## config.mk

```make
export PLATFORM = sky130hd
export DESIGN_NAME = dot_field_renderer
export DESIGN_NICKNAME = d
export VERILOG_FILES = /design/src/rtl/dot_pkg.sv /design/src/rtl/dot_eaten_map.sv /design/src/rtl/dot_field_renderer.sv
export SDC_FILE = /design/constraint.sdc
export NUM_CORES = 2
export LEC_CHECK = 0
export BUFFER_PORTS_ARGS = -buffer_cell sky130_fd_sc_hd__buf_4
export CAP_MARGIN = 20
export CORE_UTILIZATION = 50
export DETAILED_ROUTE_END_ITERATION = 6
export PLACE_DENSITY = 0.65
export SETUP_SLACK_MARGIN = 0.02
export SLEW_MARGIN = 20
export SYNTH_ARGS = -nofsm -noshare
export SYNTH_HDL_FRONTEND = slang
export SYNTH_SLANG_ARGS = --single-unit
```

## constraint.sdc

```tcl
create_clock -name Clk -period 30.8 [get_ports Clk]
set_input_delay 3.08 -clock Clk [delete_from_list [all_inputs] [get_ports Clk]]
set_output_delay 3.08 -clock Clk [all_outputs]
set_load 0.05 [all_outputs]
```

## src/rtl/dot_pkg.sv

```systemverilog
// dot_pkg: shared constants, FSM state type and tile-index helper for the dot field.
package dot_pkg;
  localparam int TILE_LOG2   = 4;
  localparam int COLS        = 40;
  localparam int ROWS        = 30;
  localparam int NUM_TILES   = COLS * ROWS;
  localparam int HALF_SPRITE = 8;
  localparam int IDX_W       = 11;
  typedef enum logic [1:0] {INIT, RUN, EAT_CHK, DONE} dot_state_t;
  function automatic logic [IDX_W-1:0] tile_idx(input logic [10:0] ty, input logic [10:0] tx);
    return IDX_W'(ty * 11'(COLS) + tx);
  endfunction
endpackage

```

## src/rtl/dot_eaten_map.sv

```systemverilog
// dot_eaten_map: per-tile eaten bits, two sync read ports, one sync write port, old data on collision.
module dot_eaten_map
  import dot_pkg::*;
(
  input  logic             Clk,
  input  logic [IDX_W-1:0] i_ren_addr,
  output logic             o_ren_q,
  input  logic [IDX_W-1:0] i_eat_addr,
  output logic             o_eat_q,
  input  logic             i_we,
  input  logic [IDX_W-1:0] i_waddr,
  input  logic             i_wdata
);
  logic r_mem [NUM_TILES];
  always_ff @(posedge Clk) begin
    if (i_we) r_mem[i_waddr] <= i_wdata;
    o_ren_q <= (i_ren_addr < IDX_W'(NUM_TILES)) ? r_mem[i_ren_addr] : 1'b1;
    o_eat_q <= (i_eat_addr < IDX_W'(NUM_TILES)) ? r_mem[i_eat_addr] : 1'b1;
  end
endmodule

```

## src/rtl/dot_field_renderer.sv

```systemverilog
// dot_field_renderer: tiles the dot sprite over the field, tracks eaten tiles and the remaining dot count.
module dot_field_renderer
  import dot_pkg::*;
(
  input  logic             Clk,
  input  logic             Reset,
  input  logic [9:0]       DrawX,
  input  logic [9:0]       DrawY,
  input  logic             pix_valid,
  output logic [5:0]       rom_addr,
  input  logic [15:0]      rom_data,
  input  logic             frame_start,
  input  logic             restart,
  input  logic [9:0]       player_x,
  input  logic [9:0]       player_y,
  output logic             is_dot,
  output logic             eat_pulse,
  output logic [IDX_W-1:0] dots_left,
  output logic             all_eaten
);
  dot_state_t       r_state, w_next;
  logic [IDX_W-1:0] r_sweep, r_eat_idx, r_dots;
  logic [IDX_W-1:0] w_ren_addr, w_eat_addr, w_waddr;
  logic [10:0]      w_cx, w_cy;
  logic [15:0]      r_rom;
  logic [3:0]       r_x;
  logic             r_valid, r_eat_pulse, w_ren_q, w_eat_q, w_tile_ok, w_eat, w_we;

  assign rom_addr   = {2'b00, DrawY[3:0]};
  assign w_cx       = {1'b0, player_x} + 11'(HALF_SPRITE);
  assign w_cy       = {1'b0, player_y} + 11'(HALF_SPRITE);
  assign w_tile_ok  = (w_cx >> TILE_LOG2) < 11'(COLS) && (w_cy >> TILE_LOG2) < 11'(ROWS);
  assign w_eat_addr = tile_idx(w_cy >> TILE_LOG2, w_cx >> TILE_LOG2);
  assign w_ren_addr = tile_idx({1'b0, DrawY} >> TILE_LOG2, {1'b0, DrawX} >> TILE_LOG2);
  // Reset and restart both abandon an eat that is still being checked
  assign w_eat      = r_state == EAT_CHK && !w_eat_q && !restart && !Reset;
  assign w_we       = r_state == INIT || w_eat;
  assign w_waddr    = r_state == INIT ? r_sweep : r_eat_idx;

  dot_eaten_map u_map (
    .Clk       (Clk),
    .i_ren_addr(w_ren_addr),
    .o_ren_q   (w_ren_q),
    .i_eat_addr(w_eat_addr),
    .o_eat_q   (w_eat_q),
    .i_we      (w_we),
    .i_waddr   (w_waddr),
    .i_wdata   (r_state != INIT)
  );

  always_comb begin
    w_next = r_state;
    if (restart) w_next = INIT;
    else if (r_state == INIT) w_next = r_sweep == IDX_W'(NUM_TILES - 1) ? RUN : INIT;
    else if (r_state == RUN) w_next = frame_start && w_tile_ok ? EAT_CHK : RUN;
    else if (r_state == EAT_CHK) w_next = w_eat && r_dots == IDX_W'(1) ? DONE : RUN;
  end

  always_ff @(posedge Clk) begin
    if (Reset) begin
      r_state     <= INIT;
      r_sweep     <= '0;
      r_dots      <= '0;
      r_eat_idx   <= '0;
      r_eat_pulse <= 1'b0;
      r_valid     <= 1'b0;
      r_x         <= '0;
      r_rom       <= '0;
    end else begin
      r_state     <= w_next;
      r_sweep     <= (restart || r_state != INIT) ? '0 : r_sweep + 1'b1;
      r_dots      <= restart ? '0 : r_state == INIT ? r_dots + 1'b1 : w_eat ? r_dots - 1'b1 : r_dots;
      r_eat_idx   <= r_state == RUN ? w_eat_addr : r_eat_idx;
      r_eat_pulse <= w_eat;
      r_valid     <= pix_valid && DrawX < 10'(COLS << TILE_LOG2) && DrawY < 10'(ROWS << TILE_LOG2);
      r_x         <= DrawX[3:0];
      r_rom       <= rom_data;
    end
  end

  assign is_dot    = r_valid && !w_ren_q && r_rom[4'd15 - r_x] && r_state != INIT;
  assign eat_pulse = r_eat_pulse;
  assign dots_left = r_dots;
  assign all_eaten = r_state == DONE;
endmodule

```

==> metrics <==
WP data arrival approximately 9.5 ns; die width about 360 um; CTS tree done; Final Hold Vio Count 0; Fillers approximately 11,000; DRT Pass-1 Iters 7; Fmax around 0.11 GHz; Syn Std Cell Area 65,300 sq um; Slew headroom ~16%; clk root buf clkbuf_16; Total Negative Setup Slacks 0 ns; CTS resizes 0; Post-synth EDFFs 1,200; WS Path Type input port to register; Net Sw Frac a little over a quarter; Final setup violation count 0; register area share after synthesis between 50% and 60%; Comb pwr share a little over an eighth; gpl congestion ~0.88; pins over their slew limit 0; vias in the first global route 43,200; startpoint types input port; utilization after layout between 50 and 60%; worst hold margin around 0.51 ns; Layout Nets ~4,800; sequential power share a little under half; Async SR Flop Fraction 0%; max cap viols 0; Int Pwr approximately 2900 uW; wire length of the first global-routing pass 306 mm; Clock Power Share about 40%; pwr dens about 55 nW/um^2; WL/cell 33.2 um; H-tree depth 4; commonest non-fill, non-tap cell in the layout nor2_1; Clk Latency, worst-skew pair ~0.79 ns; die area 132,000 sq um; FP Rows between 100 and 150; Final Critical Period 8.79 ns; Peak VDD IR ~0.063 mV; largest area contributor in the netlist edfxtp_1; Synth area leaders edfxtp_1 55%, mux4_2 22%, nor2_1 7.6%, nand2_1 2.3%, dfxtp_1 1.8%; RSZ-0062 raised after global routing no; maximum buffer depth of the clock tree 3; Area Overhead vs Synth 10.1%; Clock Sinks between 1,000 and 1,500; synth warn 0; Slew @ Worst Pin 1.26 ns; Leak 0.0243 uW; CTS Buf Count roughly 140; layout cell share with drive strength beyond 1 21.9%; data required time of the critical path about 31 ns; Post-DP HPWL 117 mm; HP Class register to register; Post-CTS Setup Inserts 0; most frequent cells in the layout 1,305 x nor2_1, 1,200 x edfxtp_1, 625 x mux4_2; global-route congestion overflow total 0; CP endpoint kind register; starting density of the core 50.4%; post-synthesis cell type count 64; share of the synthesized area in the top cell type a little under three fifths; Ports 81; Die H roughly 360 um; Buffers on Ports 64; Finished Layout Cells about 6,600; gr usage total around 33%; top_reg_cell synth edfxtp_1; outcome finished, violations left; Synth Area per Inst about 13 sq um; violated checks design-rule violations; largest net degree at the start of global routing 273; Placed Cells between 6,000 and 7,000; number of routed nets with antenna violations 0; crit path max fanout 51; initial drt markers 7,670; final instance area approximately 72,000 sq um; Post-CTS Hold Buffers 0; initial antenna violation count 16; core footprint approximately 130,000 sq um; period utilisation layout between 20 and 30%; Reg clk slew, reported paths 0.06 ns; final WL ~220 mm; detailed-route via count roughly 46,000; skew final about 0.024 ns; Post-Syn Instances a little under 5,000; DRC viols 2; Yosys reg bits around 1,300; Via-to-Cell Ratio about 7.0; Net Switching roughly 1100 uW; area of placed instances roughly 67,000 sq um
[through the flow]
stage	worst slack, ns	total power [uW]
3_3_place_gp	21.64	2380
3_5_place_dp	21.63	2380
5_1_grt	22.28	4000
2_1_floorplan	6.07	2140
6_report	22.01	3940
4_1_cts	22.43	3920
[final timing paths]
| path | to | start | slack (ns) | cells after the start |
|---|---|---|---|---|
| max | u_map.o_eat_q | player_x[6] | 22.01 | 18 |
| min | r_eat_idx[3] | r_eat_idx[3] | 0.51 | 2 |
| max reg2reg | u_map.r_mem[258] | r_state[1] | 26.38 | 5 |
| min reg2reg | r_eat_idx[3] | r_eat_idx[3] | 0.51 | 2 |
[cell families (layout without fill, tap and decap cells)]
kind of cell / count (synthesis) / in the layout / synth area share (%)
AOI/OAI and AO/OA: 306 / 306 / 3.17
xor gates and xnor gates: 52 / 52 / 0.721
adders and majority gates: 34 / 34 / 0.698
buffers and inverters: 477 / 431 / 3.09
DFF: 1259 / 1259 / 57.0
muxes: 699 / 699 / 22.7
other: 1 / 8 / 0.00575
and+or+nand+nor: 2036 / 2036 / 12.6
[area by class of cell]
| class | count | area [sq um] | area share [%] |
|---|---|---|---|
| Sequential cell | 1259 | 37200 | 51.8 |
| Multi-Input combinational cell | 3129 | 26700 | 37.2 |
| Clock buffer | 179 | 3710 | 5.17 |
| Tap cell | 1742 | 2180 | 3.03 |
| Timing Repair Buffer | 168 | 1490 | 2.08 |
| Clock inverter | 65 | 437 | 0.608 |
| Inverter | 19 | 78.8 | 0.110 |
| Antenna cell | 6 | 15.0 | 0.0209 |
[flip-flops by register name (all words and copies together), names as in the netlist]
| name | count |
|---|---|
| r_eat_idx | 11 |
| eat_pulse | 1 |
| r_sweep | 11 |
| r_valid | 1 |
| u_map.o_eat_q | 1 |
| r_state | 2 |
| r_x | 4 |
| r_rom | 16 |
| u_map.r_mem | 1200 |
| dots_left | 11 |
| u_map.o_ren_q | 1 |
[critical path: stages]
cell	delay, ns
buf_4	0.65
nand3_1	0.26
xnor2_1	0.21
ha_2	0.19
fa_2	0.89
buf_4	0.56
nor2_2	0.25
buf_4	0.27
nand2_1	0.13
buf_4	0.33
nor2_1	0.29
buf_4	0.28
a22oi_1	0.18
nand2_1	0.10
o41ai_1	0.86
a2bb2oi_1	0.42
o221ai_1	0.31
a31oi_1	0.11
[layer usage]
metal  vias to the layer above  part of all wire (%)  track usage, %
li1                      18100                     -               -
met1                     23500                    35            43.7
met2                      3507                    45            50.0
met3                       669                    14            8.56
met4                        20                   6.0            17.9
met5                         -                 0.062               0
[synth_stat cells (4+ instances only)]
| cell | count |
|---|---|
| mux4_2 | 625 |
| inv_1 | 16 |
| and2_1 | 5 |
| o32ai_1 | 4 |
| nand3b_1 | 5 |
| a32oi_1 | 14 |
| o221ai_1 | 11 |
| o31ai_1 | 11 |
| buf_4 | 17 |
| nor3b_1 | 10 |
| o2111ai_1 | 13 |
| nand2b_1 | 4 |
| a211oi_1 | 13 |
| ha_1 | 30 |
| buf_6 | 10 |
| a311oi_1 | 4 |
| nor3_1 | 35 |
| or2_2 | 5 |
| xor2_1 | 18 |
| a21o_1 | 7 |
| a31oi_1 | 53 |
| a22oi_1 | 10 |
| clkbuf_1 | 263 |
| nand4_1 | 24 |
| nor4_1 | 8 |
| mux2i_1 | 72 |
| edfxtp_1 | 1200 |
| nor2b_1 | 26 |
| and3_1 | 17 |
| nand2_1 | 407 |
| buf_1 | 99 |
| o21ai_0 | 41 |
| or3_1 | 10 |
| nand3_1 | 161 |
| dfxtp_1 | 59 |
| buf_2 | 68 |
| o211ai_1 | 13 |
| xnor2_1 | 32 |
| a2111oi_0 | 7 |
| o22ai_1 | 15 |
| a221oi_1 | 13 |
| nor2_1 | 1315 |
| fa_1 | 4 |
| a21oi_1 | 59 |
[power groups by stage]
stage | registers, uW | clock network, uW | logic, uW
global placement | 1890 | 0 | 491
finish | 1850 | 1570 | 520
detailed placement | 1890 | 0 | 492
CTS | 1850 | 1570 | 494
floorplan | 1890 | 0 | 252
global route | 1850 | 1640 | 516
Note: power is estimated with default switching activity, not from simulation.
